## src/rtl/img_pipeline_ctrl.sv

```systemverilog
// ---------------------------------------------------------------------------
// img_pipeline_ctrl
//
// Top-level sequencer for the image-processing chain. A start pulse runs the
// padding stage and then the filter stage. Each stage's go line is held high
// until its done flag arrives. Before every stage (re)start, go is held low
// for GO_LOW_MIN cycles so the stage can rewind its address counter on its
// own slow clock. A watchdog aborts a stage that never raises its flag.
// While no run is active, the shared stage read-address bus is lent to the
// host readout path.
//
// Optional feature: define IMG_CTRL_CYCLE_COUNT_EN to add the run_cycles
// output. It counts the busy cycles of the most recent run.
// ---------------------------------------------------------------------------
module img_pipeline_ctrl #(
  parameter int unsigned GO_LOW_MIN = 48,    // go-low gap before a stage start
  parameter int unsigned TIMEOUT    = 65535, // cycles a stage may run unflagged
  parameter int unsigned TW         = 16     // gap/watchdog timer width
) (
  input  logic        clk,
  input  logic        rst_n,
  input  logic        start,
  output logic        pad_go,
  input  logic        pad_flag,
  output logic        filt_go,
  input  logic        filt_flag,
  input  logic        host_req,
  input  logic [14:0] host_addr,
  output logic        host_grant,
  output logic [14:0] stage_addr,
  output logic        busy,
  output logic        done,
  output logic        err,
  output logic [2:0]  state
`ifdef IMG_CTRL_CYCLE_COUNT_EN
  ,
  output logic [23:0] run_cycles
`endif
);

  typedef enum logic [2:0] {
    S_IDLE  = 3'd0,
    S_GAP_P = 3'd1,
    S_PAD   = 3'd2,
    S_GAP_F = 3'd3,
    S_FILT  = 3'd4,
    S_DONE  = 3'd5,
    S_ERR   = 3'd6
  } state_t;

  // Timer value on the last required gap cycle and on the last allowed
  // stage cycle before the watchdog fires.
  localparam logic [TW-1:0] GAP_LAST = TW'(GO_LOW_MIN - 1);
  localparam logic [TW-1:0] TO_LAST  = TW'(TIMEOUT - 1);

  state_t        cur_state;
  state_t        nxt_state;
  logic [TW-1:0] timer;
  logic [1:0]    pad_sync;
  logic [1:0]    filt_sync;
  logic          pad_s;
  logic          filt_s;
  logic          timer_clr;
  logic          run_start;
  logic          cur_busy;
  logic          nxt_busy;

  assign pad_s  = pad_sync[1];
  assign filt_s = filt_sync[1];

  // Bring the stage done flags into the clk domain with two flops each.
  always_ff @(posedge clk or negedge rst_n) begin
    if (!rst_n) begin
      pad_sync  <= 2'b00;
      filt_sync <= 2'b00;
    end else begin
      // NOTE: non-blocking assignments make both flops sample the old values
      // at the same edge, which is what turns this into a two-stage chain.
      pad_sync  <= {pad_sync[0], pad_flag};
      filt_sync <= {filt_sync[0], filt_flag};
    end
  end

  assign cur_busy = (cur_state == S_GAP_P) || (cur_state == S_PAD) ||
                    (cur_state == S_GAP_F) || (cur_state == S_FILT);
  assign nxt_busy = (nxt_state == S_GAP_P) || (nxt_state == S_PAD) ||
                    (nxt_state == S_GAP_F) || (nxt_state == S_FILT);

  // Next-state logic: sequencing, gap enforcement and watchdog abort.
  always_comb begin
    // NOTE: every output of this block gets a default first, so no path
    // through the case statement can leave a value unassigned (no latch).
    nxt_state = cur_state;
    timer_clr = 1'b0;
    run_start = 1'b0;
    case (cur_state)
      S_IDLE, S_DONE, S_ERR: begin
        if (start) begin
          nxt_state = S_GAP_P;
          timer_clr = 1'b1;
          run_start = 1'b1;
        end
      end
      S_GAP_P: begin
        // The gap may run long if the flag from a previous run is still high;
        // the stage is only restarted once the flag has dropped.
        if ((timer >= GAP_LAST) && !pad_s) begin
          nxt_state = S_PAD;
          timer_clr = 1'b1;
        end
      end
      S_PAD: begin
        if (pad_s) begin
          nxt_state = S_GAP_F;
          timer_clr = 1'b1;
        end else if (timer >= TO_LAST) begin
          nxt_state = S_ERR;
        end
      end
      S_GAP_F: begin
        if ((timer >= GAP_LAST) && !filt_s) begin
          nxt_state = S_FILT;
          timer_clr = 1'b1;
        end
      end
      S_FILT: begin
        if (filt_s) begin
          nxt_state = S_DONE;
        end else if (timer >= TO_LAST) begin
          nxt_state = S_ERR;
        end
      end
      default: nxt_state = S_IDLE; // encoding 7 recovers to IDLE
    endcase
  end

  // State register.
  always_ff @(posedge clk or negedge rst_n) begin
    if (!rst_n) cur_state <= S_IDLE;
    else        cur_state <= nxt_state;
  end

  // Gap/watchdog timer: counts while a run is active and saturates at all-ones.
  always_ff @(posedge clk or negedge rst_n) begin
    if (!rst_n) begin
      timer <= '0;
    end else if (timer_clr) begin
      timer <= '0;
    end else if (cur_busy && (timer != '1)) begin
      timer <= timer + TW'(1);
    end
  end

  // Registered outputs, decoded from the next state so they line up with
  // the state register on the same edge.
  always_ff @(posedge clk or negedge rst_n) begin
    if (!rst_n) begin
      pad_go     <= 1'b0;
      filt_go    <= 1'b0;
      busy       <= 1'b0;
      done       <= 1'b0;
      err        <= 1'b0;
      host_grant <= 1'b0;
    end else begin
      pad_go     <= (nxt_state == S_PAD);
      filt_go    <= (nxt_state == S_FILT);
      busy       <= nxt_busy;
      done       <= (nxt_state == S_DONE) && (cur_state != S_DONE);
      // Using the next busy value lets a same-cycle start pre-empt the host.
      host_grant <= host_req && !nxt_busy;
      if (run_start)               err <= 1'b0;
      else if (nxt_state == S_ERR) err <= 1'b1;
    end
  end

  assign state      = cur_state;
  assign stage_addr = host_grant ? host_addr : '0;

`ifdef IMG_CTRL_CYCLE_COUNT_EN
  // Busy-cycle counter for the current/last run; holds after DONE/ERR.
  always_ff @(posedge clk or negedge rst_n) begin
    if (!rst_n) begin
      run_cycles <= '0;
    end else if (run_start) begin
      run_cycles <= '0;
    end else if (busy && (run_cycles != '1)) begin
      run_cycles <= run_cycles + 24'd1;
    end
  end
`endif

endmodule
```

## config.mk

```make
export PLATFORM = sky130hd
export DESIGN_NAME = img_pipeline_ctrl
export DESIGN_NICKNAME = d
export VERILOG_FILES = /design/src/rtl/img_pipeline_ctrl.sv
export SDC_FILE = /design/constraint.sdc
export NUM_CORES = 1
export LEC_CHECK = 0
export CAP_MARGIN = 20
export CORE_MARGIN = 1.5
export CORE_UTILIZATION = 25
export DETAILED_ROUTE_END_ITERATION = 12
export SLEW_MARGIN = 20
export SYNTH_ARGS = -nofsm -noshare
export SYNTH_HDL_FRONTEND = slang
export SYNTH_SLANG_ARGS = --single-unit
```

## constraint.sdc

```tcl
create_clock -name clk -period 2.25 [get_ports clk]
set_input_delay 0.45 -clock clk [delete_from_list [all_inputs] [get_ports clk]]
set_output_delay 0.45 -clock clk [all_outputs]
set_load 0.01 [all_outputs]
```

== Word level (Yosys, flattened, before mapping) ==
Index checks and enable logic that the tools add are counted.
Operators by class
  add/subtract/negate cells: 1
  multiply operators: 0
  divide/modulo/power cells: 0
  $lt $le $gt $ge: 2
  eq/ne operators: 14
  shifts and indexed selects: 0
  mux-type cells: 18
  bitwise operators: 0
  reductions and logical operators: 18
Operators with widths (count)
  $mux 16: 2
  $eq 3x3->1 const B: 6
  $mux 3: 6
  $add 16x1->16 const B: 1
  $ge 16x16->1 const B: 1
  $ge 16x6->1 const B: 1
  $ne 16x16->1 const B: 1
  $mux 15: 1
  $pmux 3 s5: 1
  $eq 3x2->1 const B: 4
  $mux 1: 7
  $eq 3x1->1 const B: 2
  $logic_or 1x1->1: 6
  $logic_and 1x1->1: 5
  $pmux 1 s4: 1
  $reduce_bool 2->1: 2
  $logic_not 1->1: 3
  $logic_not 3->1: 1
  $ne 3x3->1 const B: 1
  $reduce_or 3->1: 1
Word-level totals
  register bits: 29
  latch bits: 0
  bits in writable memories: 0
  bits in read-only memories: 0
  word-level logic and storage cells: 63
  memories kept: 0

== Logic depth before layout (Yosys ltp) ==
Gate-level depths: netlist (run 1).
  word-level depth: 10
  mapped depth: 7
  depth with buffers taken out: 7

== Worst setup path after synthesis (run 1) ==
OpenSTA, ideal clock, no wires.
  path kind: register to register
  from: reg cur_state[2] (netlist: state[2])
  to: reg host_grant
  library setup time: 0.076 ns
  arrival time: 1.835 ns
  slack: 0.339 ns
  cell stages (with the launch flop): 8
  path buffers: 1
  clock period less this slack: 1.911 ns
  cell sequence: dfrtp_1 -> buf_2 -> mux2_4 -> nand2_1 -> o22ai_1 -> a211o_1 -> or4_1 -> o21ai_1
On the way
  cells in the longest elaborated chain, start to end: 9
  elaborated cells between the ends (all ways): 24
RTL lines
  from (decl): line 56  | state_t cur_state;
  from (signal assigned): line 140  | else cur_state <= nxt_state;
  $eq 3x3->1 / $logic_not 3->1 (equally long branches): line 96  | case (cur_state)
  $reduce_or 3->1: line 96
  $pmux 3 s5 (*): line 96
  named net nxt_state[0]: line 57  | state_t nxt_state;
  $eq 3x1->1 / $eq 3x2->1 (equally long branches): line 86  | assign nxt_busy = (nxt_state == S_GAP_P) || (nxt_state == S_PAD) ||
  $logic_or 1x1->1 (2 in series): line 86
  $logic_or 1x1->1 (*): line 87  | (nxt_state == S_GAP_F) || (nxt_state == S_FILT);
  $logic_not 1->1 (*): line 170  | host_grant <= host_req && !nxt_busy;
  $logic_and 1x1->1 (*): line 170
  to (signal assigned): line 170
  to (decl): line 29  | output logic host_grant,
The timed path passes the listed nets; every way through them passes the cells marked *.
A chain may end at the register's enable or synchronous reset.

== Worst setup path after layout (run 1) ==
  from: reg timer[10]
  to: reg host_grant
On the way
  cells in the longest elaborated chain, start to end: 10
  elaborated cells between the ends (all ways): 19
RTL lines
  from (decl): line 58  | logic [TW-1:0] timer;
  from (signal assigned): line 150  | timer <= timer + TW'(1);
  $ge 16x16->1 / $ge 16x6->1 (equally long branches)
  $mux 3, or another cell as far along: line 116, 129
  $mux 3, on equally long branches
  $pmux 3 s5 (*): line 96
  named net nxt_state[2]: line 57
  $eq 3x1->1 / $eq 3x2->1 (equally long branches): line 86
  $logic_or 1x1->1 (2 in series): line 86
  $logic_or 1x1->1 (*): line 87
  $logic_not 1->1 (*): line 170
  $logic_and 1x1->1 (*): line 170
Marks and branches as above.

==> flow_metrics.py, run 1 <==
metrics = {
    "worst_setup_path": {
        "cp_num_buf_inv": 0,
        "cp.required_ns": 2.46,
        "crit_path_end_kind": "register",
        "worstSetupPathType": "reg -> reg",
        "cp_max_fo": 5,
        "max_stage_delay_ns": 0.47,
        "cp_top_family": "simple AND/OR/NAND/NOR gates",
        "cp.arrival_ns": 2.22,
        "critical-path-slowest-cell": "or4_1",
        "crit_chain": "nor4_1 > o2111ai_2 > a22oi_2 > o21ai_2 > or4_1 > o21ai_1",
        "critPathLaunchType": "register",
    },
    "synth": {
        "synth_cell_types": 42,
        "yosys_most_used_dff": "dfrtp_1",
        "ys.warnings.count": 0,
        "synthArstFlopShare_pct": 100.0,
        "ys_ff_latch": 29,
        "synth_nets": 192,
        "synth.area.top_cells": "dfrtp_1 45%, and2_1 6.6%, xor2_1 4.9%, nor2_1 4.2%, xnor2_1 3.8%",
        "yosys.area.top_type": "dfrtp_1",
        "syn_inst": 169,
        "syn_area_per_cell_um2": 9.565,
        "synth_area_mm2": 0.001617,
        "synth_edf_count": 0,
        "ys_seq_area_share_pct": 44.89,
        "synth_top_area_share_pct": 44.89,
    },
    "clock_network": {
        "clkTransAtPathRegs_ns": 0.07,
        "h-tree-depth": 2,
        "clkSinkCount": 29,
        "postCtsSetupRepairBufs": 0,
        "numCtsBuffers": 5,
        "cts_tree": "done",
        "cts_root_buf": "clkbuf_8",
        "clk_latency_ns": 0.28,
        "cts-resized-gates": 0,
        "cts_buffer_depth": 2,
        "cts-hold-fix-buffers": 0,
    },
    "timing": {
        "slew_headroom_pct": 71.13,
        "drv_slew": 0,
        "fin_crit_sh_pct": 89.59,
        "tightestPinTransition_ns": 0.4330,
        "whs_ns": 0.3489,
        "period_minus_slack_ns": 2.016,
        "rsz0062_at_grt": "false",
        "final.setup.tns_ns": 0,
        "skew_ns": 0.007547,
        "finalSetupViolations": 0,
        "max_freq_ghz": 0.4961,
        "setup_slack_ns": 0.2343,
        "hold_violations": 0,
    },
    "detailed_routing": {
        "drc_errors": 0,
        "routedWlPerCell_um": 11.86,
        "via_per_inst": 4.713,
        "first_pass_iters": 4,
        "first_iter_violations": 38,
        "antenna_left": 0,
        "num_vias": 1428,
        "drt-total-wl_mm": 3.593,
    },
    "floorplan": {
        "initial_core_util_pct": 25.60,
        "row_count": 29,
        "dieArea_mm2": 0.006957,
        "die-width_um": 83.41,
        "die_y_um": 83.41,
        "core_area_mm2": 0.006314,
        "io_pins": 45,
    },
    "global_route": {
        "grt_max_degree": 30,
        "grt_pass1_vias": 1327,
        "grt_overflow": 0,
        "antenna_found_initial": 0,
        "track_usage_pct": 10.61,
        "grt_pass1_wl_mm": 6.099,
    },
    "power": {
        "finalPower_mw": 2.068,
        "seqPwrFrac_pct": 36.4,
        "power_density_mw_per_mm2": 901.2,
        "pwr-share-clk_pct": 19.9,
        "internal_power_mw": 1.317,
        "power_switching_mw": 0.7506,
        "pwr-share-comb_pct": 43.7,
        "max-vdd-ir-drop_uv": 472.7,
        "p_leak_nw": 0.9843,
        "swShare_pct": 36.29,
    },
    "placement": {
        "port_buffers": 44,
        "hpwl_mm": 2.662,
        "dp_worst_setup_slack_ns": 0.002975,
        "gp_congestion": 0.8268,
    },
    "worst_hold_path": {
        "hold_path.class": "reg -> reg",
    },
    "run": {
        "maxCapViolCount": 0,
    },
    "outcome": {
        "outcome": "complete, no violations",
    },
    "layout": {
        "drive_gt1_share_pct": 11.50,
        "final_nets": 248,
        "area_delta_synth_final_pct": 41.95,
        "antennaDiodeCount": 0,
    },
}
==> final timing paths <==
path	cells past startpoint	end	slack (ns)	startpoint
setup / recovery	6	host_grant	0.23	timer[10]
hold / removal	0	pad_sync[1]	0.35	pad_sync[0]
setup reg to reg	6	host_grant	0.23	timer[10]
hold reg to reg	0	pad_sync[1]	0.35	pad_sync[0]
max in group asynchronous	2	timer[1]	1.43	rst_n
min in group asynchronous	2	err	0.55	rst_n
==> area by class of cell <==
class / instances / area [µm²]
multi-input cells: 125 / 825.8
inverters: 8 / 30.03
repair buffers: 56 / 530.5
fillers: 658 / 4019
clock inverters: 3 / 17.52
well taps: 77 / 96.34
clock buffers: 5 / 68.82
flip-flops and latches: 29 / 725.7
==> metal layers <==
metal	vias to the layer above	track usage, %	wire length (µm)
met1	658	14.02	1697
met4	0	2.235	14
met2	60	16.26	1542
li1	708	-	-
met5	-	0	0
met3	2	4.573	338
==> cells in the final DEF (no fill, tap or decap), types with 2 or more instances in the layout <==
cell type,instances
nor4_1,2
buf_4,12
a31oi_1,3
dfrtp_1,29
inv_1,8
or3_1,2
and4_1,4
nand3_1,6
clkbuf_8,5
nor2_1,18
clkdlybuf4s50_1,44
a21oi_1,8
clkinv_2,2
o21ai_0,6
xnor2_1,7
nor3b_1,2
a21o_1,2
and3_1,3
xor2_1,9
and2_1,17
ha_1,2
nand4_1,5
nand2_1,7
or4_1,3
==> logic make-up after synthesis <==
family,after synthesis,synth area share (%)
buffers and inverters,15,4.025
XOR/XNOR,16,8.669
multiplexers,1,0.9285
adder cells (fa/ha/maj),2,1.548
flip-flops,29,44.89
AND/OR/NAND/NOR,74,26.01
AO/OA/AOI/OAI,32,13.93
==> worst reg2reg max path, stage by stage (launching register included) <==
cell       delay, ns
dfrtp_1         0.41
nor4_1          0.40
o2111ai_2       0.28
a22oi_2         0.23
o21ai_2         0.08
or4_1           0.47
o21ai_1         0.08
==> power groups by stage <==
stage / clock (mW) / combinational [mW] / sequential, mW
2_1_floorplan: 0 / 0.518 / 0.734
3_3_place_gp: 0 / 0.899 / 0.762
3_5_place_dp: 0 / 0.907 / 0.763
4_1_cts: 0.429 / 0.911 / 0.754
5_1_grt: 0.452 / 0.987 / 0.781
6_report: 0.412 / 0.905 / 0.752
==> registers in the layout, indices dropped and copies added, names as in the netlist <==
name        flops
err             1
filt_sync       2
state           3
timer          16
done            1
filt_go         1
busy            1
pad_go          1
pad_sync        2
host_grant      1
==> Yosys cell counts, types with 2 or more instances <==
| cell type | n |
|---|---|
| o21ai_0 | 6 |
| and2_1 | 17 |
| xor2_1 | 9 |
| nor4_1 | 2 |
| clkbuf_1 | 2 |
| a21o_1 | 2 |
| nand2_1 | 7 |
| ha_1 | 2 |
| xnor2_1 | 7 |
| or3_1 | 2 |
| or4_1 | 3 |
| a21oi_1 | 8 |
| and4_1 | 4 |
| dfrtp_1 | 29 |
| nor2_1 | 18 |
| and3_1 | 3 |
| nor3b_1 | 2 |
| a31oi_1 | 3 |
| nand4_1 | 5 |
| nand3_1 | 6 |
| buf_2 | 4 |
| inv_1 | 8 |
==> stage by stage <==
stage                     instances  instance area, µm²  util (%)
after floorplan                 169                1617         -
after global placement          295                2208     34.98
after CTS                       303                2295     36.35
final                           303                2295     36.35
after global routing            303                2295     36.35
after detailed placement        295                2208     34.98
(Power assumes the default switching activity.)
==> inputs of run 2 (changes only) <==
--- a/config.mk
+++ b/config.mk
@@ -5,8 +5,8 @@
 export SDC_FILE = /design/constraint.sdc
 export NUM_CORES = 1
 export LEC_CHECK = 0
+export ABC_AREA = 0
 export CAP_MARGIN = 20
-export CORE_MARGIN = 1.5
 export CORE_UTILIZATION = 25
 export DETAILED_ROUTE_END_ITERATION = 12
 export SLEW_MARGIN = 20
==> constraint.sdc (replaced) <==
create_clock -name clk -period 1.72 [get_ports clk]
set_input_delay 0.344 -clock clk [delete_from_list [all_inputs] [get_ports clk]]
set_output_delay 0.344 -clock clk [all_outputs]
set_load 0.01 [all_outputs]
==> flow_metrics.py, run 2 (synthesis results as in run 1) <==
metrics = {
    "outcome": {
        "outcome": "finished, violations left",
        "violations": "setup timing",
    },
    "floorplan": {
        "dieArea_mm2": 0.006791,
        "die-width_um": 82.41,
        "initial_core_util_pct": 26.67,
        "row_count": 28,
        "core_area_mm2": 0.006061,
        "die_y_um": 82.41,
        "io_pins": 45,
    },
    "run": {
        "maxCapViolCount": 0,
    },
    "detailed_routing": {
        "num_vias": 1602,
        "drt-total-wl_mm": 4.640,
        "routedWlPerCell_um": 13.45,
        "drc_errors": 0,
        "first_pass_iters": 4,
        "antenna_left": 0,
        "first_iter_violations": 64,
        "via_per_inst": 4.643,
    },
    "timing": {
        "hold_violations": 0,
        "fin_crit_sh_pct": 114.6,
        "slew_headroom_pct": 74.97,
        "tightestPinTransition_ns": 0.3755,
        "whs_ns": 0.3468,
        "max_freq_ghz": 0.5073,
        "setup_slack_ns": -0.2511,
        "rsz0062_at_grt": "true",
        "period_minus_slack_ns": 1.971,
        "skew_ns": 0.008265,
        "finalSetupViolations": 23,
        "drv_slew": 0,
    },
    "clock_network": {
        "cts_root_buf": "clkbuf_8",
        "cts_buffer_depth": 2,
        "cts_tree": "done",
        "numCtsBuffers": 5,
        "clk_latency_ns": 0.29,
        "clkSinkCount": 29,
        "clkTransAtPathRegs_ns": 0.07,
        "h-tree-depth": 2,
    },
    "worst_setup_path": {
        "cp.arrival_ns": 2.18,
        "cp_max_fo": 4,
        "max_stage_delay_ns": 0.46,
        "cp.required_ns": 1.93,
        "worstSetupPathType": "reg -> reg",
        "cp_top_family": "simple AND/OR/NAND/NOR gates",
        "crit_chain": "nor4_4 > o2111ai_4 > a22oi_2 > o21ai_4 > or4_1 > o21ai_1",
        "cp_num_buf_inv": 0,
        "critical-path-slowest-cell": "or4_1",
        "critPathLaunchType": "register",
        "crit_path_end_kind": "register",
    },
    "global_route": {
        "grt_max_degree": 30,
        "grt_pass1_wl_mm": 6.872,
        "track_usage_pct": 13.77,
        "grt_overflow": 0,
        "grt_pass1_vias": 1495,
        "antenna_found_initial": 0,
    },
    "placement": {
        "gp_congestion": 0.8066,
        "hpwl_mm": 3.146,
        "port_buffers": 44,
    },
    "layout": {
        "area_delta_synth_final_pct": 82.66,
        "layout_common_cells": "47 x buf_4, 27 x dfrtp_1, 26 x clkdlybuf4s50_1",
        "final_common_cell": "buf_4",
        "largest_reg_flops": 16,
        "seq_area_um2": 728.2,
        "antennaDiodeCount": 0,
        "final_nets": 292,
        "drive_gt1_share_pct": 39.26,
        "largest_register": "timer",
        "fin_util_pct": 48.72,
        "fillers": 559,
        "multi_input_area_mm2": 0.001084,
    },
    "power": {
        "p_leak_nw": 1.559,
        "max-vdd-ir-drop_uv": 485.1,
        "power_density_mw_per_mm2": 1169,
    },
    "worst_hold_path": {
        "hold_path.class": "reg -> reg",
    },
}
## run 2: changes by cell type in the layout (fill, tap and decap cells not counted), sizes merged
cell,previous run,this run
clkdlybuf4s50,44,26
dlygate4sd2,0,2
buf,12,55
clkbuf,5,6
dlymetal6s2s,0,16
## run 2: routing by layer
metal  vias up  routed length, µm  track usage, %
met5         -                  0               0
met4         0                 91           6.316
met3        10                128           3.297
met2        30               2377           20.83
met1       769               2042           18.45
li1        793                  -               -
## run 2: worst register-to-register path: cells and delay by family, from the launching register on
kind	cells	cell delay (ns)
simple gates	2	0.82
compound gates	4	0.66
flops	1	0.42
## run 2: report_power, final
| group | leakage [nW] | internal [mW] | switching (mW) | total (mW) |
|---|---|---|---|---|
| Combinational | 1.14 | 1.08 | 0.876 | 1.95 |
| Sequential | 0.371 | 0.819 | 0.138 | 0.957 |
| Clock | 0.0439 | 0.278 | 0.266 | 0.544 |
## run 2: area by class of cell
class / instances / share of cell area (%)
tap: 75 / 3.178
sequential: 29 / 24.66
timing repair buffer: 100 / 31.44
clock inverter: 3 / 0.5932
multi-input combinational: 125 / 36.69
clock buffer: 5 / 2.331
inverter: 8 / 1.102
## run 2: through the flow
stage	power (mW)	setup TNS, ns	std cells	area [µm²]	setup WS (ns)
finish	3.452	-3.282	345	2953	-0.2511
global route	3.694	-5.254	345	2953	-0.3303
CTS	3.110	-5.561	336	2656	-0.2286
detailed placement	2.442	-4.778	325	2484	-0.4294
global placement	2.432	-4.463	325	2484	-0.4173
floorplan	1.681	-0.3182	169	1667	-0.1761
## run 2: timing repair
item,in CTS,in global routing
gates resized for setup,18,52
buffers inserted,3,9
hold buffers,0,0
setup endpoints to repair,41,39
pin swaps,6,20
## run 2: worst paths after layout
path                       slack (ns)  cells past startpoint          from           end
setup / recovery                -0.25                      6     timer[13]    host_grant
hold / removal                   0.35                      0  filt_sync[0]  filt_sync[1]
setup reg to reg                -0.25                      6     timer[13]    host_grant
hold reg to reg                  0.35                      0  filt_sync[0]  filt_sync[1]
max in group asynchronous        0.98                      2         rst_n    host_grant
min in group asynchronous        0.44                      2         rst_n      timer[6]
==> inputs of run 3 (changes only) <==
--- a/config.mk
+++ b/config.mk
@@ -9,6 +9,7 @@
 export CAP_MARGIN = 20
 export CORE_UTILIZATION = 25
 export DETAILED_ROUTE_END_ITERATION = 12
+export SKIP_LAST_GASP = 1
 export SLEW_MARGIN = 20
 export SYNTH_ARGS = -nofsm -noshare
 export SYNTH_HDL_FRONTEND = slang
==> flow_metrics.py, run 3 (synthesis results as in run 1) <==
metrics = {
    "outcome": {
        "outcome": "finished, violations left",
        "violations": "setup timing",
    },
    "global_route": {
        "grt_pass1_wl_mm": 6.872,
        "grt_overflow": 0,
        "track_usage_pct": 13.77,
        "grt_max_degree": 30,
        "grt_pass1_vias": 1495,
        "antenna_found_initial": 0,
    },
    "timing": {
        "max_freq_ghz": 0.5062,
        "hold_violations": 0,
        "fin_crit_sh_pct": 114.9,
        "slew_headroom_pct": 74.80,
        "whs_ns": 0.3468,
        "tightestPinTransition_ns": 0.3780,
        "drv_slew": 0,
        "period_minus_slack_ns": 1.976,
        "finalSetupViolations": 31,
        "rsz0062_at_grt": "true",
        "skew_ns": 0.008213,
        "setup_slack_ns": -0.2556,
    },
    "floorplan": {
        "dieArea_mm2": 0.006791,
        "die_y_um": 82.41,
        "io_pins": 45,
        "core_area_mm2": 0.006061,
        "row_count": 28,
        "die-width_um": 82.41,
        "initial_core_util_pct": 26.67,
    },
    "worst_setup_path": {
        "cp_num_buf_inv": 3,
        "worstSetupPathType": "reg -> reg",
        "critical-path-slowest-cell": "dfrtp_1",
        "crit_path_end_kind": "register",
        "cp.arrival_ns": 2.19,
        "cp.required_ns": 1.93,
        "crit_chain": "ha_4 > buf_4 > buf_6 > and3_4 > a311oi_4 > buf_4 > nand4_1 > xor2_1 > nor2_1",
        "critPathLaunchType": "register",
        "cp_top_family": "flip-flops",
        "cp_max_fo": 3,
        "max_stage_delay_ns": 0.43,
        "cpMostUsedCell": "buf_4",
    },
    "power": {
        "swShare_pct": 36.84,
        "p_leak_nw": 1.389,
        "internal_power_mw": 2.169,
        "pwr-share-clk_pct": 15.9,
        "seqPwrFrac_pct": 27.8,
        "pwr-share-comb_pct": 56.4,
        "power_density_mw_per_mm2": 1185,
        "power_switching_mw": 1.265,
        "max-vdd-ir-drop_uv": 480.3,
    },
    "placement": {
        "dp_worst_setup_slack_ns": -0.4294,
        "hpwl_mm": 3.146,
        "port_buffers": 44,
        "gp_congestion": 0.8066,
    },
    "clock_network": {
        "cts_root_buf": "clkbuf_8",
        "numCtsBuffers": 5,
        "clkSinkCount": 29,
        "cts-hold-fix-buffers": 0,
        "cts_tree": "done",
        "h-tree-depth": 2,
        "cts_buffer_depth": 2,
        "clkTransAtPathRegs_ns": 0.07,
        "clk_latency_ns": 0.29,
    },
    "detailed_routing": {
        "first_iter_violations": 75,
        "antenna_left": 0,
        "num_vias": 1589,
        "via_per_inst": 4.606,
        "routedWlPerCell_um": 13.21,
        "drt-total-wl_mm": 4.556,
        "drc_errors": 0,
        "first_pass_iters": 4,
    },
    "layout": {
        "largest_register": "timer",
        "drive_gt1_share_pct": 37.04,
        "final_nets": 292,
        "final_common_cell": "buf_4",
        "antennaDiodeCount": 0,
        "layout_common_cells": "47 x buf_4, 34 x clkdlybuf4s50_1, 27 x dfrtp_1",
        "area_delta_synth_final_pct": 79.18,
        "largest_reg_flops": 16,
    },
    "worst_hold_path": {
        "hold_path.class": "reg -> reg",
    },
    "run": {
        "maxCapViolCount": 0,
    },
}
run 3: final cells by class:
| class | instances | area, µm² |
|---|---|---|
| sequential | 29 | 728.2 |
| inverter | 8 | 32.53 |
| clock buffer | 5 | 68.82 |
| timing repair buffer | 100 | 908.4 |
| multi-input combinational | 125 | 1047 |
| fill | 569 | 3164 |
| clock inverter | 3 | 17.52 |
| tap | 75 | 93.84 |
run 3: metrics by stage:
| stage | power [mW] | setup TNS, ns | cell area [µm²] | utilization, % | instances |
|---|---|---|---|---|---|
| after floorplan | 1.681 | -0.3182 | 1667 | - | 169 |
| final | 3.433 | -3.956 | 2897 | 47.79 | 345 |
| after CTS | 3.110 | -5.561 | 2656 | 43.83 | 336 |
| after global placement | 2.432 | -4.463 | 2484 | 40.98 | 325 |
| after detailed placement | 2.442 | -4.778 | 2484 | 40.98 | 325 |
| after global routing | 3.676 | -6.428 | 2897 | 47.79 | 345 |
run 3: power by group through the flow:
stage | Combinational (mW) | Sequential, mW | Clock, mW
after CTS | 1.61 | 0.943 | 0.561
final | 1.94 | 0.953 | 0.544
after detailed placement | 1.49 | 0.948 | 0
after global placement | 1.48 | 0.948 | 0
after floorplan | 0.719 | 0.962 | 0
after global routing | 2.10 | 0.974 | 0.599
run 3: repair_timing:
item / 4_1_cts / 5_1_grt
gates resized for setup: 18 / 37
buffers inserted: 3 / 9
pin swaps: 6 / 20
hold endpoints to repair: 0 / 0
cloned: 0 / 0
setup endpoints to repair: 41 / 39
run 3: worst reg2reg max path, stage by stage (launching register included):
cell and delay (ns):
dfrtp_1 0.43, ha_4 0.20, buf_4 0.13, buf_6 0.11
and3_4 0.19, a311oi_4 0.30, buf_4 0.17, nand4_1 0.09
xor2_1 0.18, nor2_1 0.10
run 3: final timing paths:
check	start	end	slack [ns]	cells after the start
max	timer[1]	timer[7]	-0.26	9
min	filt_sync[0]	filt_sync[1]	0.35	0
max reg2reg	timer[1]	timer[7]	-0.26	9
min reg2reg	filt_sync[0]	filt_sync[1]	0.35	0
max in group asynchronous	rst_n	host_grant	0.98	2
min in group asynchronous	rst_n	timer[15]	0.44	2
run 3: per-layer routing:
metal | up-vias | wire [µm] | track usage [%]
met4 | 0 | 76 | 6.316
met3 | 10 | 149 | 3.297
met2 | 33 | 2288 | 20.83
met5 | - | 0 | 0
li1 | 795 | - | -
met1 | 751 | 2042 | 18.45
